$ cat src/rtl/reconstructor_pkg.sv
// Shared types for the dividend reconstructor: FSM state encoding and the
// iteration counter width derived from the operand width.
package reconstructor_pkg;

    typedef enum logic [2:0] {
        IDLE = 3'd0,
        MULT = 3'd1,
        SIGN = 3'd2,
        ADD  = 3'd3,
        DONE = 3'd4
    } estado_t;

    // One extra bit over ceil(log2(t)) so the terminal count t-1 never wraps.
    function automatic int cnt_width(input int t);
        return $clog2(t) + 1;
    endfunction

endpackage

$ cat src/rtl/reconstructor_datapath.sv
// Datapath of the reconstructor: magnitude/sign capture, radix-2 shift-add
// multiplier, conditional negation and the final remainder adder.
module reconstructor_datapath #(
    parameter int tamanyo = 32
) (
    input  logic                 i_clk,
    input  logic                 i_rst,
    input  logic                 i_load,
    input  logic                 i_step,
    input  logic                 i_negate,
    input  logic                 i_add,
    input  logic [tamanyo-1:0]   i_coc,
    input  logic [tamanyo-1:0]   i_den,
    input  logic [tamanyo-1:0]   i_res,
    output logic [2*tamanyo:0]   o_full
);

    localparam int T = tamanyo;
    localparam int W = 2 * tamanyo;

    logic [W-1:0] r_mcand;
    logic [T-1:0] r_mplier;
    logic [W-1:0] r_acc;
    logic [W:0]   r_prod;
    logic         r_sgn;
    logic [T-1:0] r_res;

    logic [T-1:0] w_coc_mag;
    logic [T-1:0] w_den_mag;
    logic [W:0]   w_acc_ext;
    logic [W:0]   w_res_ext;

    // The magnitude of the most negative value is 2^(T-1), which is exactly
    // representable as an unsigned T-bit number, so no saturation is needed.
    assign w_coc_mag = i_coc[T-1] ? (~i_coc + T'(1)) : i_coc;
    assign w_den_mag = i_den[T-1] ? (~i_den + T'(1)) : i_den;
    assign w_acc_ext = {1'b0, r_acc};
    assign w_res_ext = {{(T+1){r_res[T-1]}}, r_res};
    assign o_full    = r_prod + w_res_ext;

    always_ff @(posedge i_clk or posedge i_rst) begin
        if (i_rst) begin
            r_mcand  <= '0;
            r_mplier <= '0;
            r_acc    <= '0;
            r_prod   <= '0;
            r_sgn    <= 1'b0;
            r_res    <= '0;
        end else begin
            if (i_load) begin
                r_mcand  <= {{T{1'b0}}, w_coc_mag};
                r_mplier <= w_den_mag;
                r_acc    <= '0;
                r_sgn    <= i_coc[T-1] ^ i_den[T-1];
                r_res    <= i_res;
            end else if (i_step) begin
                // Multiplicand shifts left while the multiplier shifts right,
                // so bit 0 of r_mplier is always bit i of |Den|.
                if (r_mplier[0]) begin
                    r_acc <= r_acc + r_mcand;
                end
                r_mcand  <= r_mcand << 1;
                r_mplier <= r_mplier >> 1;
            end else if (i_negate) begin
                r_prod <= r_sgn ? (-w_acc_ext) : w_acc_ext;
            end else if (i_add) begin
                r_acc <= '0;
            end
        end
    end

endmodule

$ cat src/rtl/reconstructor_dividendo.sv
// Rebuilds a dividend from quotient, divisor and remainder: Num = Coc*Den + Res.
// Holds the control FSM, the iteration counter and the registered outputs.
module reconstructor_dividendo
    import reconstructor_pkg::*;
#(
    parameter int tamanyo = 32
) (
    input  logic               CLK,
    input  logic               RSTa,
    input  logic               Start,
    input  logic [tamanyo-1:0] Coc,
    input  logic [tamanyo-1:0] Den,
    input  logic [tamanyo-1:0] Res,
    output logic [tamanyo-1:0] Num,
    output logic               Ovf,
    output logic               Done,
    output logic               Busy
);

    localparam int T  = tamanyo;
    localparam int CW = cnt_width(tamanyo);

    generate
        if (tamanyo < 4) begin : g_bad_width
            $error("reconstructor_dividendo: tamanyo must be at least 4");
        end
    endgenerate

    estado_t       r_estado;
    logic [CW-1:0] r_cnt;
    logic [T-1:0]  r_num;
    logic          r_ovf;
    logic          r_done;
    logic          r_busy;

    logic          w_load;
    logic          w_step;
    logic          w_negate;
    logic          w_add;
    logic [2*T:0]  w_full;
    logic [T+1:0]  w_hi;
    logic          w_ovf;

    assign w_load   = (r_estado == IDLE) && Start;
    assign w_step   = (r_estado == MULT);
    assign w_negate = (r_estado == SIGN);
    assign w_add    = (r_estado == ADD);

    reconstructor_datapath #(
        .tamanyo (tamanyo)
    ) u_datapath (
        .i_clk    (CLK),
        .i_rst    (RSTa),
        .i_load   (w_load),
        .i_step   (w_step),
        .i_negate (w_negate),
        .i_add    (w_add),
        .i_coc    (Coc),
        .i_den    (Den),
        .i_res    (Res),
        .o_full   (w_full)
    );

    // The result fits only if every bit from the sign bit of Num upwards agrees.
    assign w_hi  = w_full[2*T:T-1];
    assign w_ovf = ~((w_hi == '0) || (&w_hi));

    always_ff @(posedge CLK or posedge RSTa) begin
        if (RSTa) begin
            r_estado <= IDLE;
            r_cnt    <= '0;
            r_num    <= '0;
            r_ovf    <= 1'b0;
            r_done   <= 1'b0;
            r_busy   <= 1'b0;
        end else begin
            case (r_estado)
                IDLE: begin
                    if (Start) begin
                        r_cnt    <= '0;
                        r_busy   <= 1'b1;
                        r_estado <= MULT;
                    end
                end
                MULT: begin
                    if (r_cnt == CW'(T - 1)) begin
                        r_estado <= SIGN;
                    end else begin
                        r_cnt <= r_cnt + CW'(1);
                    end
                end
                SIGN: begin
                    r_estado <= ADD;
                end
                ADD: begin
                    r_num    <= w_full[T-1:0];
                    r_ovf    <= w_ovf;
                    r_done   <= 1'b1;
                    r_estado <= DONE;
                end
                DONE: begin
                    r_done   <= 1'b0;
                    r_busy   <= 1'b0;
                    r_cnt    <= '0;
                    r_estado <= IDLE;
                end
                default: begin
                    r_estado <= IDLE;
                end
            endcase
        end
    end

    assign Num  = r_num;
    assign Ovf  = r_ovf;
    assign Done = r_done;
    assign Busy = r_busy;

endmodule

$ cat config.mk
export PLATFORM = sky130hd
export DESIGN_NAME = reconstructor_dividendo
export DESIGN_NICKNAME = d
export VERILOG_FILES = /design/src/rtl/reconstructor_pkg.sv /design/src/rtl/reconstructor_datapath.sv /design/src/rtl/reconstructor_dividendo.sv
export SDC_FILE = /design/constraint.sdc
export NUM_CORES = 1
export LEC_CHECK = 0
export CORE_UTILIZATION = 57
export DETAILED_ROUTE_END_ITERATION = 10
export GPL_TIMING_DRIVEN = 0
export PLACE_DENSITY = 0.77
export SETUP_SLACK_MARGIN = 0.02
export SYNTH_ARGS = -nofsm -noshare
export SYNTH_HDL_FRONTEND = slang
export SYNTH_HIERARCHICAL = 1
export SYNTH_SLANG_ARGS = --single-unit
$ cat constraint.sdc
create_clock -name CLK -period 25.6 [get_ports CLK]
set_input_delay 5.12 -clock CLK [delete_from_list [all_inputs] [get_ports CLK]]
set_output_delay 5.12 -clock CLK [all_outputs]
set_load 0.05 [all_outputs]
==> run_results.csv <==
group,metric,value,unit
floorplan,start_util,58.41,%
detailed_routing,dr.pass1.iters,6,
sta,layout_min_cycle_time,8.120,ns
clock_network,numCtsBuffers,36,
detailed_routing,drtAntennaViolNets,0,
floorplan,design.die.area,38570,sq um
worst_setup_path,worstSetupPathType,"in2reg",
synth,yosys_most_used_dff,"dfrtp_1",
sta,tightest_slew,1.238,ns
synth,synth-edff-count,0,
synth,ys_types,83,
run,maxCapViolations,0,
global_route,gr-usage-all-layers,30.96,%
place,port_buffers,133,
worst_setup_path,critPathMaxFanout,5,
detailed_routing,vias,19218,
synth,synth_top_area_share,35.09,%
sta,report.final.slew_viol_count,0,
layout,final_core_util,67.18,%
power_and_ir_drop,finalPower,2.722,mW
place,place.gp.congestion,0.9607,
layout,synthToLayoutAreaGrowth,15.02,%
worst_setup_path,cp.required,26.07,ns
clock_network,clockBufferDepth,3,
power_and_ir_drop,p_leak,11.81,nW
sta,finalHoldViolCount,0,
sta,fmax,0.1231,GHz
sta,setup_violations,0,
synth,async_reset_ff_share,100.0,%
synth,yosysSeqAreaShare,35.09,%
place,dp_hpwl,45590,um
sta,max_slew_margin,17.45,%
clock_network,htree_levels,2,
worst_setup_path,worst_ep_arrival_time,8.59,ns
global_route,grt_pass1_vias,18710,
global_route,grt_pass1_wl,95970,um
clock_network,path_clk_slew,0.06,ns
synth,synth_area,21540,sq um
floorplan,die_x,196.4,um
worst_setup_path,cp-end-kind,"flip-flop",
floorplan,num_rows,70,
detailed_routing,drtIter0Drc,1248,
clock_network,cts.sinks,302,
floorplan,ioPinCount,134,
synth,synth_common_cells,"409 x nand2_1, 302 x dfrtp_1, 291 x o21ai_0",
sta,finClkSkew,0.01585,ns
power_and_ir_drop,vdd_drop_max,0.06003,mV
clock_network,post_cts_buffers,0,
worst_setup_path,start_kind,"input pin",
sta,layout_setup_ws,17.48,ns
layout,antenna_cells,0,
power_and_ir_drop,sw_frac_of_total,45.41,%
synth,synth.largest_area_cell,"dfrtp_1",
power_and_ir_drop,power.switching,1.236,mW
detailed_routing,wl_per_cell,18.38,um
global_route,grt_max_degree,128,
synth,syn_inst,2497,
synth,synth_seq_cells,302,
detailed_routing,totalWireLength,58820,um
place,place_ws,16.96,ns
min_path,min_path_type,"reg2reg",
detailed_routing,drcViolationCount,0,
clock_network,clock_latency,0.55,ns
power_and_ir_drop,clkPwrFrac,19.1,%
clock_network,cts_tree,"yes",
synth,synth.most_common_cell,"nand2_1",
status,status,"complete, no violations",
clock_network,cts_resized,0,
synth,yosys-top-cells-area,"dfrtp_1 35%, ha_1 7.6%, nand2_1 7.1%",
layout,fin_nets,2903,
power_and_ir_drop,power.density,109.9,nW/um^2
clock_network,cts-root-buf,"clkbuf_16",
layout,drive_gt1_share,4.931,%
detailed_routing,via_per_inst,6.004,
power_and_ir_drop,internal-power,1.486,mW
sta,timing.setup.tns,0,ns
sta,rsz0062_at_grt,"false",
power_and_ir_drop,pwr-share-comb,50.5,%
floorplan,design.core.area,36870,sq um
global_route,globalRouteOverflowTotal,0,
synth,syn-num-nets,2729,
synth,avgSynthCellArea,8.626,sq um
global_route,antenna_found_initial,0,
synth,ys_warn_count,6,
clock_network,cts_hold_buffers,0,
power_and_ir_drop,seqPwrFrac,30.4,%
sta,timing.hold.ws,0.4766,ns
sta,fin_crit_sh,31.72,%
floorplan,fp.dieH,196.4,um
==> per-stage QoR <==
step                cells  cell area, sq um
floorplan            2497             21540
global placement     3134             23500
detailed placement   3137             23580
CTS                  3201             24770
global route         3201             24770
finish               3201             24770
==> state kept, by name, indices dropped and copies added (netlist names) <==
name and count:
Busy 1, Num 32, u_datapath/r_acc 64, u_datapath/r_mcand 64, r_cnt 6, u_datapath/r_sgn 1
r_estado 3, Ovf 1, Done 1, u_datapath/r_mplier 32, u_datapath/r_res 32, u_datapath/r_prod 65
==> per-layer routing <==
| layer | part of all wire (%) | GRT usage (%) | up-vias |
|---|---|---|---|
| met5 | 0 | 0 | - |
| met4 | 2.7 | 11.37 | 0 |
| met3 | 6.7 | 5.116 | 93 |
| met2 | 45 | 49.55 | 636 |
| met1 | 46 | 42.27 | 9107 |
| li1 | - | - | 9382 |
==> final timing paths <==
check	from	endpoint	slack, ns	cells past startpoint
min reg2reg	Num[28]	Num[28]	0.48	2
max in group asynchronous	RSTa	u_datapath/r_prod[56]	19.34	4
min	Num[28]	Num[28]	0.48	2
max	Den[2]	u_datapath/r_mplier[29]	17.48	12
max reg2reg	u_datapath/r_res[31]	Ovf	20.40	16
min in group asynchronous	RSTa	u_datapath/r_res[4]	4.92	2
==> critical path, cell delays in order <==
cell and delay [ns]:
clkdlybuf4s50_1 0.48, or3_1 0.40, nor2_1 0.14, nand3_1 0.12, or4_1 0.50, or3_1 0.46
or3_1 0.41, or2_2 0.35, o31ai_1 0.31, xnor2_1 0.16, nand2_1 0.07, o21ai_0 0.08
==> kinds of logic (layout without fill, tap and decap cells) <==
group,count (synthesis),count (layout),synth area share [%]
adders and majority gates,133,133,7.796
AOI/OAI and AO/OA,747,747,21.38
and+or+nand+nor,766,766,16.42
buffers and inverters,179,379,3.334
muxes,129,129,6.181
DFF,302,302,35.09
xor gates and xnor gates,241,241,9.800
==> power by group through the flow <==
stage	clock network (mW)	logic [mW]	registers, mW
2_1_floorplan	0	0.970	0.825
3_3_place_gp	0	1.33	0.821
3_5_place_dp	0	1.35	0.827
4_1_cts	0.528	1.36	0.822
5_1_grt	0.547	1.52	0.847
6_report	0.520	1.37	0.828
==> placed cells by master, fill, tap and decap left out, drive strengths merged, types with 26 or more instances in the layout <==
cell	synthesis	final
a21o	85	85
a21oi	142	142
a31oi	30	30
clkbuf	106	159
clkdlybuf4s50	0	133
dfrtp	302	302
ha	131	131
inv	51	53
mux2	32	32
mux2i	97	97
nand2	410	410
nand3	32	32
nand4	44	44
nor2	115	115
o21ai	295	295
o31ai	49	49
or3	26	26
xnor2	117	117
xor2	124	124
==> final cells by class <==
cell class	instances	area, sq um
fillers	3056	12100
clock inverters	11	168.9
well taps	504	630.6
plain buffers	128	526.8
multi-input cells	2016	13270
clock buffers	53	1016
repair buffers	136	1406
inverters	51	198.9
flip-flops and latches	302	7557
Power figures use the tool's default switching activity.
